$ cat src/rtl/zorro_master_cycle.sv
// Zorro III bus-master cycle sequencer for the A4092 DMA path.
// Runs one longword read/write per local request, with arbitration hold.
//
// Ports:
//   CLK, RESET      bus clock, synchronous active-high reset
//   REQ..REQ_BE     local request (held until ACK), direction, address,
//                   write data, byte enables ([3] = D31:24)
//   ACK, ERR        one-cycle completion pulse, error flag with it
//   RDATA           read data, valid with ACK, held until next ACK
//   MASTER          ownership request to the arbiter
//   BUS_OWNED       ownership grant (already synchronous)
//   HOLD            keep the bus between back-to-back requests
//   Z_*             Zorro III strobes, AD bus and async DTACK/BERR
module zorro_master_cycle #(
    parameter int ADDR_SETUP = 1,
    parameter int DS_DELAY   = 1,
    parameter int TIMEOUT    = 64,
    parameter int TO_W       = 7
) (
    input  logic        CLK,
    input  logic        RESET,
    input  logic        REQ,
    input  logic        REQ_RW,
    input  logic [31:0] REQ_ADDR,
    input  logic [31:0] REQ_WDATA,
    input  logic [3:0]  REQ_BE,
    output logic        ACK,
    output logic        ERR,
    output logic [31:0] RDATA,
    output logic        MASTER,
    input  logic        BUS_OWNED,
    input  logic        HOLD,
    output logic [31:0] Z_AD_OUT,
    output logic        Z_AD_OE,
    output logic        Z_FCS_n,
    output logic [3:0]  Z_DS_n,
    output logic        Z_READ,
    output logic        Z_DOE,
    input  logic        Z_DTACK_n,
    input  logic        Z_BERR_n,
    input  logic [31:0] Z_AD_IN
);

    typedef enum logic [2:0] {
        S_IDLE,
        S_OWN_WAIT,
        S_ADDR,
        S_STROBE,
        S_WAIT,
        S_TERM
    } state_t;

    state_t state_q, state_d;

    logic [1:0]      ph_q;
    logic [TO_W-1:0] to_q;
    logic            dtack_m, dtack_s;
    logic            berr_m, berr_s;
    logic            lost_q;

    logic            rw_q;
    logic [31:0]     addr_q;
    logic [31:0]     wdata_q;
    logic [3:0]      be_q;

    logic            err_d;
    logic            cap_d;
    logic            load_d;
    logic            to_hit;
    logic            on_bus;

    logic            rw_n;
    logic [31:0]     addr_n;
    logic [31:0]     wdata_n;
    logic [3:0]      be_n;

    logic [31:0]     ad_out_d;
    logic            ad_oe_d;
    logic            fcs_n_d;
    logic [3:0]      ds_n_d;
    logic            read_d;
    logic            doe_d;

    assign to_hit = (to_q == TO_W'(TIMEOUT - 1));
    assign on_bus = (state_q == S_ADDR) || (state_q == S_STROBE) ||
                    (state_q == S_WAIT) || (state_q == S_TERM);

    // Next-state logic. BERR outranks DTACK, and a real termination
    // outranks the timeout when both land on the same edge.
    always_comb begin
        state_d = state_q;
        err_d   = 1'b0;
        cap_d   = 1'b0;
        unique case (state_q)
            S_IDLE: begin
                if (REQ) state_d = BUS_OWNED ? S_ADDR : S_OWN_WAIT;
            end
            S_OWN_WAIT: begin
                if (BUS_OWNED) state_d = S_ADDR;
            end
            S_ADDR: begin
                if (ph_q == 2'(ADDR_SETUP - 1)) state_d = S_STROBE;
            end
            S_STROBE: begin
                if (!berr_s || to_hit) begin
                    state_d = S_TERM;
                    err_d   = 1'b1;
                end else if (ph_q == 2'(DS_DELAY - 1)) begin
                    state_d = S_WAIT;
                end
            end
            S_WAIT: begin
                if (!berr_s) begin
                    state_d = S_TERM;
                    err_d   = 1'b1;
                end else if (!dtack_s) begin
                    state_d = S_TERM;
                    cap_d   = rw_q;
                end else if (to_hit) begin
                    state_d = S_TERM;
                    err_d   = 1'b1;
                end
            end
            S_TERM: begin
                if (HOLD && REQ && BUS_OWNED && !lost_q) state_d = S_ADDR;
                else                                     state_d = S_IDLE;
            end
            default: state_d = S_IDLE;
        endcase
    end

    // Request fields are captured when a cycle is accepted from IDLE or
    // chained straight out of TERM; outputs decode the post-edge values.
    assign load_d  = ((state_q == S_IDLE) && REQ) ||
                     ((state_q == S_TERM) && (state_d == S_ADDR));
    assign rw_n    = load_d ? REQ_RW    : rw_q;
    assign addr_n  = load_d ? REQ_ADDR  : addr_q;
    assign wdata_n = load_d ? REQ_WDATA : wdata_q;
    assign be_n    = load_d ? REQ_BE    : be_q;

    // Bus outputs are registered from the next state so they never glitch.
    always_comb begin
        ad_out_d = '0;
        ad_oe_d  = 1'b0;
        fcs_n_d  = 1'b1;
        ds_n_d   = 4'hF;
        read_d   = 1'b1;
        doe_d    = 1'b0;
        unique case (state_d)
            S_ADDR: begin
                ad_out_d = addr_n & 32'hFFFF_FFFC;
                ad_oe_d  = 1'b1;
                read_d   = rw_n;
            end
            S_STROBE: begin
                ad_out_d = addr_n & 32'hFFFF_FFFC;
                ad_oe_d  = 1'b1;
                fcs_n_d  = 1'b0;
                read_d   = rw_n;
            end
            S_WAIT: begin
                fcs_n_d = 1'b0;
                ds_n_d  = ~be_n;
                read_d  = rw_n;
                doe_d   = 1'b1;
                if (rw_n) begin
                    ad_out_d = addr_n & 32'hFFFF_FFFC;
                    ad_oe_d  = 1'b0;
                end else begin
                    ad_out_d = wdata_n;
                    ad_oe_d  = 1'b1;
                end
            end
            S_TERM: begin
                read_d = rw_n;
            end
            default: ;
        endcase
    end

    always_ff @(posedge CLK) begin
        if (RESET) begin
            state_q  <= S_IDLE;
            ph_q     <= '0;
            to_q     <= '0;
            dtack_m  <= 1'b1;
            dtack_s  <= 1'b1;
            berr_m   <= 1'b1;
            berr_s   <= 1'b1;
            lost_q   <= 1'b0;
            rw_q     <= 1'b1;
            addr_q   <= '0;
            wdata_q  <= '0;
            be_q     <= '0;
            ACK      <= 1'b0;
            ERR      <= 1'b0;
            RDATA    <= '0;
            MASTER   <= 1'b0;
            Z_AD_OUT <= '0;
            Z_AD_OE  <= 1'b0;
            Z_FCS_n  <= 1'b1;
            Z_DS_n   <= 4'hF;
            Z_READ   <= 1'b1;
            Z_DOE    <= 1'b0;
        end else begin
            state_q <= state_d;
            dtack_m <= Z_DTACK_n;
            dtack_s <= dtack_m;
            berr_m  <= Z_BERR_n;
            berr_s  <= berr_m;

            // Phase counter restarts on every state change.
            if (state_d != state_q) ph_q <= '0;
            else                    ph_q <= ph_q + 2'd1;

            // Timeout runs from FCS assertion for as long as FCS is low.
            if ((state_d == S_STROBE) && (state_q != S_STROBE))
                to_q <= '0;
            else if ((state_q == S_STROBE) || (state_q == S_WAIT))
                to_q <= to_q + TO_W'(1);

            // Losing the grant mid-cycle forbids chaining from TERM.
            if (state_d == S_IDLE)         lost_q <= 1'b0;
            else if (on_bus && !BUS_OWNED) lost_q <= 1'b1;

            rw_q    <= rw_n;
            addr_q  <= addr_n;
            wdata_q <= wdata_n;
            be_q    <= be_n;

            if (cap_d) RDATA <= Z_AD_IN;

            ACK      <= (state_d == S_TERM);
            ERR      <= (state_d == S_TERM) && err_d;
            MASTER   <= (state_d != S_IDLE);
            Z_AD_OUT <= ad_out_d;
            Z_AD_OE  <= ad_oe_d;
            Z_FCS_n  <= fcs_n_d;
            Z_DS_n   <= ds_n_d;
            Z_READ   <= read_d;
            Z_DOE    <= doe_d;
        end
    end

endmodule

$ cat config.mk
export PLATFORM = sky130hd
export DESIGN_NAME = zorro_master_cycle
export DESIGN_NICKNAME = d
export VERILOG_FILES = /design/src/rtl/zorro_master_cycle.sv
export SDC_FILE = /design/constraint.sdc
export NUM_CORES = 1
export LEC_CHECK = 0
export ABC_AREA = 1
export BUFFER_PORTS_ARGS = -buffer_cell sky130_fd_sc_hd__buf_2
export CORE_ASPECT_RATIO = 0.6
export CORE_MARGIN = 2
export CORE_UTILIZATION = 45
export DETAILED_ROUTE_END_ITERATION = 7
export PLACE_DENSITY = 0.71
export SYNTH_ARGS = -nofsm -noshare
export SYNTH_HDL_FRONTEND = slang
export SYNTH_SLANG_ARGS = --single-unit
$ cat constraint.sdc
create_clock -name CLK -period 1.7 [get_ports CLK]
set_input_delay 0.085 -clock CLK [delete_from_list [all_inputs] [get_ports CLK]]
set_output_delay 0.085 -clock CLK [all_outputs]
set_load 0.02 [all_outputs]
==> key figures, run 1 <==
Outcome
  • Status: finished, violations left
  • Failing checks: negative setup slack

Flow run
  • Max_cap viols: 0

Place
  • Number of buffer cells added on primary ports: 180
  • HPWL Detailed: 11500 um
  • Placement Setup Slack: -0.000527 ns
  • Routability cong.: 0.891
  • Placed Instance Area: 7720 sq um

Synthesis
  • Most numerous cell in the Yosys netlist: nand2_1
  • Mux cell area share after synthesis: 0%
  • Post-Syn Instances: 900
  • List of most frequent post-synthesis cells: 316 x nand2_1, 159 x dfxtp_1, 106 x nand3_1
  • Synth Area per Inst: 7.21 sq um
  • Sequential area share after synthesis: 49.1%
  • Post-synth top area share: 49.1%
  • Post-Synth Adder-Cell Area: 0.386%
  • Number of flops mapped to enable cells by yosys: 0
  • Post-synth top flop: dfxtp_1
  • Synth Area in Compound Gates: 8.89%
  • Synth warnings: 0
  • Xor-xnor portion of the synthesized cell area: 0.270%
  • Synth area leaders: dfxtp_1 49%, nand2_1 18%, nand3_1 8.2%
  • Async set-reset flop share out of synthesis: 0%
  • Synth Area in Simple Gates: 35.1%
  • #FFs+latches synth: 159
  • Yosys top cell by area: dfxtp_1
  • Largest family of logic cells by synthesized area: simple AND/OR/NAND/NOR gates
  • Cell area after synthesis: 6490 sq um
  • Unique masters post-synth: 30
  • Post-Syn Nets: 1010

Drt
  • DRC errors left: 0
  • First-pass DRT Iterations: 5
  • DRT iter0 DRCs: 543
  • DRT Wirelength: 19700 um
  • Antenna-violating nets left: 0
  • Drt via density: 4.86
  • Detailed-route via count: 6742
  • Drt wl/cell: 14.2 um

CTS
  • CTS Buf Count: 17
  • H-Tree Depth: 4
  • Clock tree buffer depth: 2
  • CTS tree: done
  • Root Buffer: clkbuf_16
  • Clock sink total: 159
  • Clock transition at path regs: 0.07 ns
  • Clock Latency Late Sink: 0.41 ns

STA
  • Clock Skew: 0.0137 ns
  • Achievable Freq: 580 MHz
  • RSZ-0062 raised after global routing: true
  • Clock period minus worst slack: 1.73 ns
  • Fin. max-slew vios: 0
  • Setup ws final: -0.0254 ns
  • Final setup vio count: 8
  • Fin crit share: 101%
  • Slew @ Worst Pin: 0.352 ns
  • Slew HR: 76.5%
  • Final Hold Vio Count: 0

Setup path
  • Max FO, Critical Path: 7
  • CP Launch Type: register
  • Critical path required time: 2.04 ns
  • Crit path arrival time: 2.07 ns
  • Crit end category: register
  • Path type of the worst setup path: register to register

Power and ir drop
  • Internal: 0.00791 W
  • Clk pwr share: 29.5%
  • Sw Share: 35.9%
  • P_sw: 0.00443 W
  • Cell Pwr Density: 1300 nW/um^2
  • Maximum VDD drop: 0.000688 V
  • Lkg Pwr: 4.75 nW
  • Power share of the sequential group: 35.9%
  • Combinational power share: 34.6%

Finish
  • NumNets Final: 1292
  • Finished Cell Area: 9500 sq um
  • Share of cells above drive strength 1: 25.9%
  • Area Overhead vs Synth: 46.5%
  • # diodes: 0
  • Final Core Density: 68.5%

Die
  • Die area: 15400 sq um
  • Ports: 183
  • Core box area: 13900 sq um
  • Starting Density: 46.8%
  • DIE WIDTH: 159 um
  • Die height: 97.0 um
  • Row cnt: 33

GRT
  • Global-route wire length before repair: 30900 um
  • Vias in the first global route: 6257
  • Initial antenna violation count: 0
  • Largest net degree at the start of global routing: 72
  • All-Layer GR Usage: 24.5%
  • Total congestion overflow: 0

Worst hold path
  • Hold WC Path Type: primary input to register
==> registers in the layout (all words and copies together) (netlist names), 2 cells and up <==
signal / count
RDATA: 32
Z_AD_OUT: 32
wdata_q: 32
addr_q: 30
to_q: 7
Z_DS_n: 4
be_q: 4
state_q: 3
ph_q: 2
==> power groups by stage <==
stage	logic (W)	clock network [W]	registers [W]
final	0.00427	0.00364	0.00443
after CTS	0.00393	0.00371	0.00442
after global placement	0.00366	0	0.00448
after detailed placement	0.00370	0	0.00449
after floorplan	0.00228	0	0.00469
after global routing	0.00473	0.00385	0.00447
==> per-layer routing <==
layer  share of wire [%]  track usage (%)
met5                   0                0
met4                 1.5             6.15
met3                 6.1             4.63
met2                  45             39.3
met1                  47             34.2
==> placed cells by master (no fill, tap or decap), drive strengths merged, types with 4 or more instances in the layout <==
| master | Yosys | final |
|---|---|---|
| clkinvlp | 0 | 4 |
| o21ai | 39 | 39 |
| clkinv | 1 | 5 |
| clkbuf | 19 | 22 |
| buf | 34 | 217 |
| a21oi | 70 | 70 |
| or2 | 5 | 5 |
| nor2 | 96 | 96 |
| nand3 | 108 | 108 |
| dfxtp | 159 | 159 |
| nand2 | 322 | 322 |
| nor3 | 4 | 4 |
| dlygate4sd3 | 0 | 95 |
| inv | 34 | 39 |
==> critical path: stages, from the launching register on <==
cell and delay (ns):
dfxtp_2 0.37, buf_4 0.16, nor2_1 0.08, nand2_1 0.09, nand2_1 0.10, nor2_4 0.15
nand2_4 0.10, nor2_8 0.23, buf_12 0.16, nand3_1 0.08, nand2_1 0.11
==> final cells by class <==
class,count,area (sq um)
clock buffers,18,429
flip-flops and latches,159,3190
multi-input cells,653,3010
well taps,192,240
fillers,1157,4370
clock inverters,14,134
inverters,35,134
repair buffers,316,2360
==> kinds of logic (layout without fill, tap and decap cells) <==
logic type | count (synthesis) | count (layout)
simple gates | 538 | 538
flops | 159 | 159
compound gates | 111 | 111
buf+inv | 88 | 383
fa+ha+maj | 2 | 2
xor+xnor | 2 | 2
==> worst paths after layout <==
kind / from / end / slack, ns / cells past startpoint
worst max-delay path: state_q[0] / Z_AD_OUT[8] / -0.03 / 10
worst min-delay path: REQ_ADDR[23] / addr_q[23] / 0.01 / 3
worst max register to register: state_q[0] / Z_AD_OUT[8] / -0.03 / 10
worst min register to register: berr_m / berr_s / 0.41 / 1
==> per-stage QoR <==
stage          total power, W  setup TNS [ns]  hold WS, ns  std cells
6_report               0.0123         -0.0994       0.0126       1387
4_1_cts                0.0121               0      0.00439       1380
5_1_grt                0.0131           -2.98       0.0174       1387
2_1_floorplan         0.00697               0        0.189        900
3_3_place_gp          0.00814      -0.0000574        0.271       1253
3_5_place_dp          0.00819       -0.000527        0.272       1253
==> repair_timing <==
action	in CTS	in global routing
gates resized for setup	4	33
hold endpoints to repair	98	0
cloned	0	5
setup buffers	0	2
setup endpoints to repair	16	43
pin swaps	0	21
hold buffers	95	0
(Power assumes the default switching activity.)
==> run 2: changes to the inputs <==
--- a/config.mk
+++ b/config.mk
@@ -7,11 +7,10 @@
 export LEC_CHECK = 0
 export ABC_AREA = 1
 export BUFFER_PORTS_ARGS = -buffer_cell sky130_fd_sc_hd__buf_2
-export CORE_ASPECT_RATIO = 0.6
 export CORE_MARGIN = 2
-export CORE_UTILIZATION = 45
+export CORE_UTILIZATION = 52
 export DETAILED_ROUTE_END_ITERATION = 7
-export PLACE_DENSITY = 0.71
+export PLACE_DENSITY = 0.8
 export SYNTH_ARGS = -nofsm -noshare
 export SYNTH_HDL_FRONTEND = slang
 export SYNTH_SLANG_ARGS = --single-unit
==> run 2 against run 1 <==
The flow still finishes with violations (negative setup slack); setup slack is essentially flat; sequential share of layout area up 0.12 points; non-clock buffer count rose by 2; clock-buffer cell count is 8 higher; critical endpoint is now Z_AD_OUT[30]; flip-flop and latch count unchanged.
==> key figures, run 2 (synthesis results as in run 1) <==
Setup path
  • Crit-path cells: ha_4, nand2_2, nor2_1, nand2_1, nand3_1, nand2_1, nand2_2, inv_4, nor2_8, buf_12, buf_12, nand3_4, nand2_2
  • Path type of the worst setup path: register to register
  • Top delay family on crit path: simple AND/OR/NAND/NOR gates
  • Slowest stage delay, CP: 0.36 ns
  • Cell mode on critical path: nand2_2
  • Worst path bufs/invs: 3
  • CP Launch Type: register
  • Critical path required time: 2.07 ns
  • Crit end category: register
  • Max FO, Critical Path: 8
  • Slowest cell on crit path: dfxtp_2
  • Crit path arrival time: 2.09 ns

CTS
  • H-Tree Depth: 4
  • Root Buffer: clkbuf_16
  • Clock sink total: 159
  • CTS tree: done
  • Clock Latency Late Sink: 0.43 ns
  • CTS Buf Count: 17
  • Clock tree buffer depth: 2
  • Clock transition at path regs: 0.06 ns

Drt
  • Detailed-route via count: 7139
  • Drt via density: 5.23
  • DRT iter0 DRCs: 618
  • Antenna-violating nets left: 0
  • DRT Wirelength: 21100 um
  • DRC errors left: 0
  • Drt wl/cell: 15.4 um
  • First-pass DRT Iterations: 6

STA
  • Setup ws final: -0.0253 ns
  • Final Hold Vio Count: 0
  • Hold Slack: 0.0372 ns
  • Fin. max-slew vios: 0
  • RSZ-0062 raised after global routing: true
  • Setup TNS: -0.114 ns
  • Achievable Freq: 580 MHz
  • Clock period minus worst slack: 1.73 ns
  • Clock Skew: 0.0100 ns
  • Fin crit share: 101%
  • Slew @ Worst Pin: 0.364 ns
  • Final setup vio count: 10
  • Slew HR: 75.7%

GRT
  • Largest net degree at the start of global routing: 72
  • Total congestion overflow: 0
  • All-Layer GR Usage: 31.3%
  • Initial antenna violation count: 1
  • Global-route wire length before repair: 32800 um
  • Vias in the first global route: 7082

Finish
  • Final Core Density: 78.1%
  • Fill count: 853
  • Most common cell after layout, fill and taps aside: nand2_1
  • Largest regs: RDATA x32, Z_AD_OUT x32, wdata_q x32
  • Area Overhead vs Synth: 45.9%
  • Share of cells above drive strength 1: 24.9%
  • NumNets Final: 1294
  • Commonest non-fill, non-tap cells in the layout: 310 x nand2_1, 180 x buf_2, 155 x dfxtp_1

Place
  • Number of buffer cells added on primary ports: 180
  • Routability cong.: 0.914
  • HPWL Detailed: 10900 um
  • Placement Setup Slack: -0.0676 ns

Die
  • Die area: 13400 sq um
  • Ports: 183
  • Core box area: 12100 sq um
  • Die height: 116 um
  • Row cnt: 40
  • Starting Density: 53.6%
  • DIE WIDTH: 116 um

Outcome
  • Status: finished, violations left
  • Failing checks: negative setup slack

Worst hold path
  • Hold WC Path Type: primary input to register

Power and ir drop
  • Cell Pwr Density: 1300 nW/um^2
  • Maximum VDD drop: 0.000734 V
  • Lkg Pwr: 4.77 nW

Flow run
  • Max_cap viols: 0
run 2: final cells by class:
cell class	instances	area (sq um)	area share, %
Antenna cell	2	5.00	0.0529
Sequential cell	159	3190	33.7
Clock inverter	5	52.6	0.555
Timing Repair Buffer	318	2380	25.1
Inverter	35	134	1.41
Multi-Input combinational cell	653	2980	31.4
Clock buffer	26	519	5.49
Tap cell	168	210	2.22
run 2: path summary, 6_finish.rpt:
check / start / endpoint / slack, ns / depth (start not counted)
min: REQ_WDATA[0] / wdata_q[0] / 0.04 / 5
max: to_q[1] / Z_AD_OUT[30] / -0.03 / 13
min reg2reg: berr_m / berr_s / 0.41 / 1
max reg2reg: to_q[1] / Z_AD_OUT[30] / -0.03 / 13
run 2: what timing repair did:
action,4_1_cts,5_1_grt
gates cloned,1,1
endpoints found under the setup margin,25,37
buffers inserted,2,2
endpoints found under the hold margin,103,0
pin swaps,0,13
resized for setup,11,22
hold buffers,99,0
run 2: per-stage QoR:
stage,instance area [sq um],std cells,total power [W]
3_3_place_gp,7680,1228,0.00806
4_1_cts,9330,1361,0.0121
2_1_floorplan,6490,900,0.00697
3_5_place_dp,7680,1228,0.00812
5_1_grt,9460,1365,0.0129
6_report,9460,1366,0.0123
run 2: worst register-to-register path, cell delays in order, from the launching register on:
cell and delay [ns]:
dfxtp_2 0.36, ha_4 0.14, nand2_2 0.06, nor2_1 0.11
nand2_1 0.09, nand3_1 0.09, nand2_1 0.08, nand2_2 0.11
inv_4 0.06, nor2_8 0.15, buf_12 0.14, buf_12 0.13
nand3_4 0.08, nand2_2 0.09
run 2: report_power, final:
part	internal (W)	switching, W
combinational	0.00155	0.00258
clock	0.00223	0.00146
sequential	0.00426	0.000198
total	0.00804	0.00423
run 2: routing by layer:
metal	up-vias	global-route usage, %	share of wire (%)
met5	-	0	0
met4	0	19.7	4.8
met1	3233	34.7	39
met2	372	53.5	49
li1	3443	-	-
met3	91	8.16	7.7
==> run 3: changes to the inputs <==
--- a/config.mk
+++ b/config.mk
@@ -8,9 +8,10 @@
 export ABC_AREA = 1
 export BUFFER_PORTS_ARGS = -buffer_cell sky130_fd_sc_hd__buf_2
 export CORE_MARGIN = 2
-export CORE_UTILIZATION = 52
+export CORE_UTILIZATION = 47
 export DETAILED_ROUTE_END_ITERATION = 7
-export PLACE_DENSITY = 0.8
+export PLACE_DENSITY = 0.76
+export SETUP_SLACK_MARGIN = 0.3
 export SYNTH_ARGS = -nofsm -noshare
 export SYNTH_HDL_FRONTEND = slang
 export SYNTH_SLANG_ARGS = --single-unit
==> constraint.sdc (replaced) <==
create_clock -name CLK -period 1.5 [get_ports CLK]
set_input_delay 0.075 -clock CLK [delete_from_list [all_inputs] [get_ports CLK]]
set_output_delay 0.075 -clock CLK [all_outputs]
set_load 0.02 [all_outputs]
==> run 3 against run 2 <==
The flow still finishes with violations (negative setup slack); total power is 46% higher; clock-buffer cell count is 9 lower; worst hold slack worse by 0.022 ns; largest power group is now combinational cells.
==> key figures, run 3 (synthesis results as in run 1) <==
Outcome
  • Status: finished, violations left
  • Failing checks: negative setup slack

Finish
  • Commonest non-fill, non-tap cells in the layout: 237 x nand2_1, 180 x buf_2, 152 x dfxtp_1
  • Largest regs: RDATA x32, Z_AD_OUT x32, wdata_q x32
  • Final Core Density: 90.4%
  • Share of cells above drive strength 1: 48.8%
  • NumNets Final: 1383
  • Area Overhead vs Synth: 86.1%
  • Most common cell after layout, fill and taps aside: nand2_1

STA
  • Clock Skew: 0.0116 ns
  • Setup ws final: -0.456 ns
  • Final setup vio count: 116
  • Clock period minus worst slack: 1.96 ns
  • Achievable Freq: 511 MHz
  • Setup TNS: -18.56 ns
  • Slew HR: 64.6%
  • Final Hold Vio Count: 0
  • Slew @ Worst Pin: 0.531 ns
  • RSZ-0062 raised after global routing: true
  • Fin crit share: 130%
  • Fin. max-slew vios: 0

Place
  • Number of buffer cells added on primary ports: 180
  • Routability cong.: 0.917
  • HPWL Detailed: 11500 um

Setup path
  • Critical path required time: 1.89 ns
  • Cell mode on critical path: nand2_1
  • Crit path arrival time: 2.34 ns
  • Crit-path cells: nor2_4, nand3_4, nand2_8, buf_12, buf_12, clkbuf_16, nand2_1, nand2_1, nand2_1, nand2_1, nand3_1, nand2_1
  • Max FO, Critical Path: 6
  • Slowest cell on crit path: dfxtp_4
  • Worst path bufs/invs: 3
  • Reg-to-Reg Start: state_q[0]
  • Path type of the worst setup path: register to register
  • Top delay family on crit path: simple AND/OR/NAND/NOR gates
  • Worst r2r dst: Z_AD_OUT[22]
  • Register-to-Register Setup Slack: -0.46 ns
  • Crit end category: register
  • Reg2Reg Depth: 12
  • Slowest stage delay, CP: 0.37 ns
  • CP Launch Type: register

Drt
  • First-pass DRT Iterations: 8
  • Antenna-violating nets left: 0
  • Detailed-route via count: 8844
  • Drt wl/cell: 22.7 um
  • DRT iter0 DRCs: 906
  • Drt via density: 6.03
  • DRC errors left: 0
  • DRT Wirelength: 33300 um

Worst hold path
  • WHS Endpoint: wdata_q[1]
  • Hold WC Path Type: primary input to register
  • Hold Path Stages: 5
  • Hold_sp: REQ_WDATA[1]

GRT
  • Total congestion overflow: 0
  • Vias in the first global route: 7592
  • Global-route wire length before repair: 38300 um
  • Largest net degree at the start of global routing: 72
  • Initial antenna violation count: 3
  • All-Layer GR Usage: 33.2%

Flow run
  • Max_cap viols: 0

CTS
  • Clock sink total: 159
  • CTS Buf Count: 17
  • Clock tree buffer depth: 2
  • Clock Latency Late Sink: 0.45 ns
  • H-Tree Depth: 4
  • Root Buffer: clkbuf_16
  • CTS tree: done
  • Clock transition at path regs: 0.07 ns

Power and ir drop
  • Clk pwr share: 25.7%
  • P_sw: 0.00699 W
  • Power share of the sequential group: 28.7%
  • Cell Pwr Density: 1480 nW/um^2
  • Sw Share: 39.1%
  • Maximum VDD drop: 0.00127 V
  • Combinational power share: 45.6%
  • Internal: 0.0109 W
  • Lkg Pwr: 5.88 nW

Die
  • DIE WIDTH: 121 um
  • Row cnt: 42
  • Starting Density: 48.6%
  • Core box area: 13300 sq um
  • Die height: 121 um
  • Ports: 183
  • Die area: 14800 sq um
run 3: worst max path at each step:
stage               start            to  slack (ns)  cells after the start
5_1_grt        state_q[1]  Z_AD_OUT[22]       -0.52                     14
2_1_floorplan     to_q[1]   Z_AD_OUT[6]        0.07                     12
3_3_place_gp      ph_q[0]  Z_AD_OUT[11]       -0.04                      8
6_report       state_q[0]  Z_AD_OUT[22]       -0.46                     12
3_5_place_dp   state_q[0]  Z_AD_OUT[24]       -0.07                     11
4_1_cts           to_q[1]   Z_AD_OUT[7]       -0.06                     12
run 3: per-stage QoR:
stage	area (sq um)	hold slack (ns)	setup slack, ns	power (W)	instances
floorplan	6700	0.179	0.0702	0.00814	900
global placement	7950	0.259	-0.0438	0.00952	1251
detailed placement	7950	0.260	-0.0680	0.00958	1251
CTS	10900	0.00969	-0.0610	0.0156	1429
global route	12100	0.0212	-0.522	0.0184	1463
finish	12100	0.0151	-0.456	0.0179	1467
run 3: timing repair:
action / in CTS / in global routing
pin swaps: 57 / 72
hold buffers: 98 / 1
gates resized for setup: 218 / 193
endpoints found under the setup margin: 155 / 156
cloned: 10 / 7
buffers inserted: 38 / 25
hold endpoints to repair: 109 / 1
run 3: layout make-up:
class,instances,area (sq um)
Antenna cell,5,12.5
Clock buffer,17,425
Clock inverter,15,184
Fill cell,472,1270
Inverter,35,161
Multi-Input combinational cell,653,4310
Sequential cell,159,3200
Tap cell,176,220
Timing Repair Buffer,407,3560
run 3: power groups by stage:
stage	Sequential [W]	Clock, W	Combinational [W]
final	0.00513	0.00461	0.00816
after global routing	0.00517	0.00477	0.00845
after CTS	0.00505	0.00450	0.00607
after detailed placement	0.00512	0	0.00446
after global placement	0.00510	0	0.00442
after floorplan	0.00533	0	0.00281
run 3: layer usage:
metal | track usage [%] | routed length, um | vias to the layer above
li1 | - | - | 3645
met1 | 37.7 | 11000 | 4053
met2 | 56.4 | 15600 | 833
met3 | 8.79 | 3970 | 311
met4 | 19.0 | 2800 | 2
met5 | 0 | 16 | -
run 3: tightest hold or removal path: cells and delay by family:
family / cells / cell delay, ns
and+or+nand+nor: 2 / 0.12
buffers and inverters: 2 / 0.16
AOI/OAI and AO/OA: 1 / 0.08
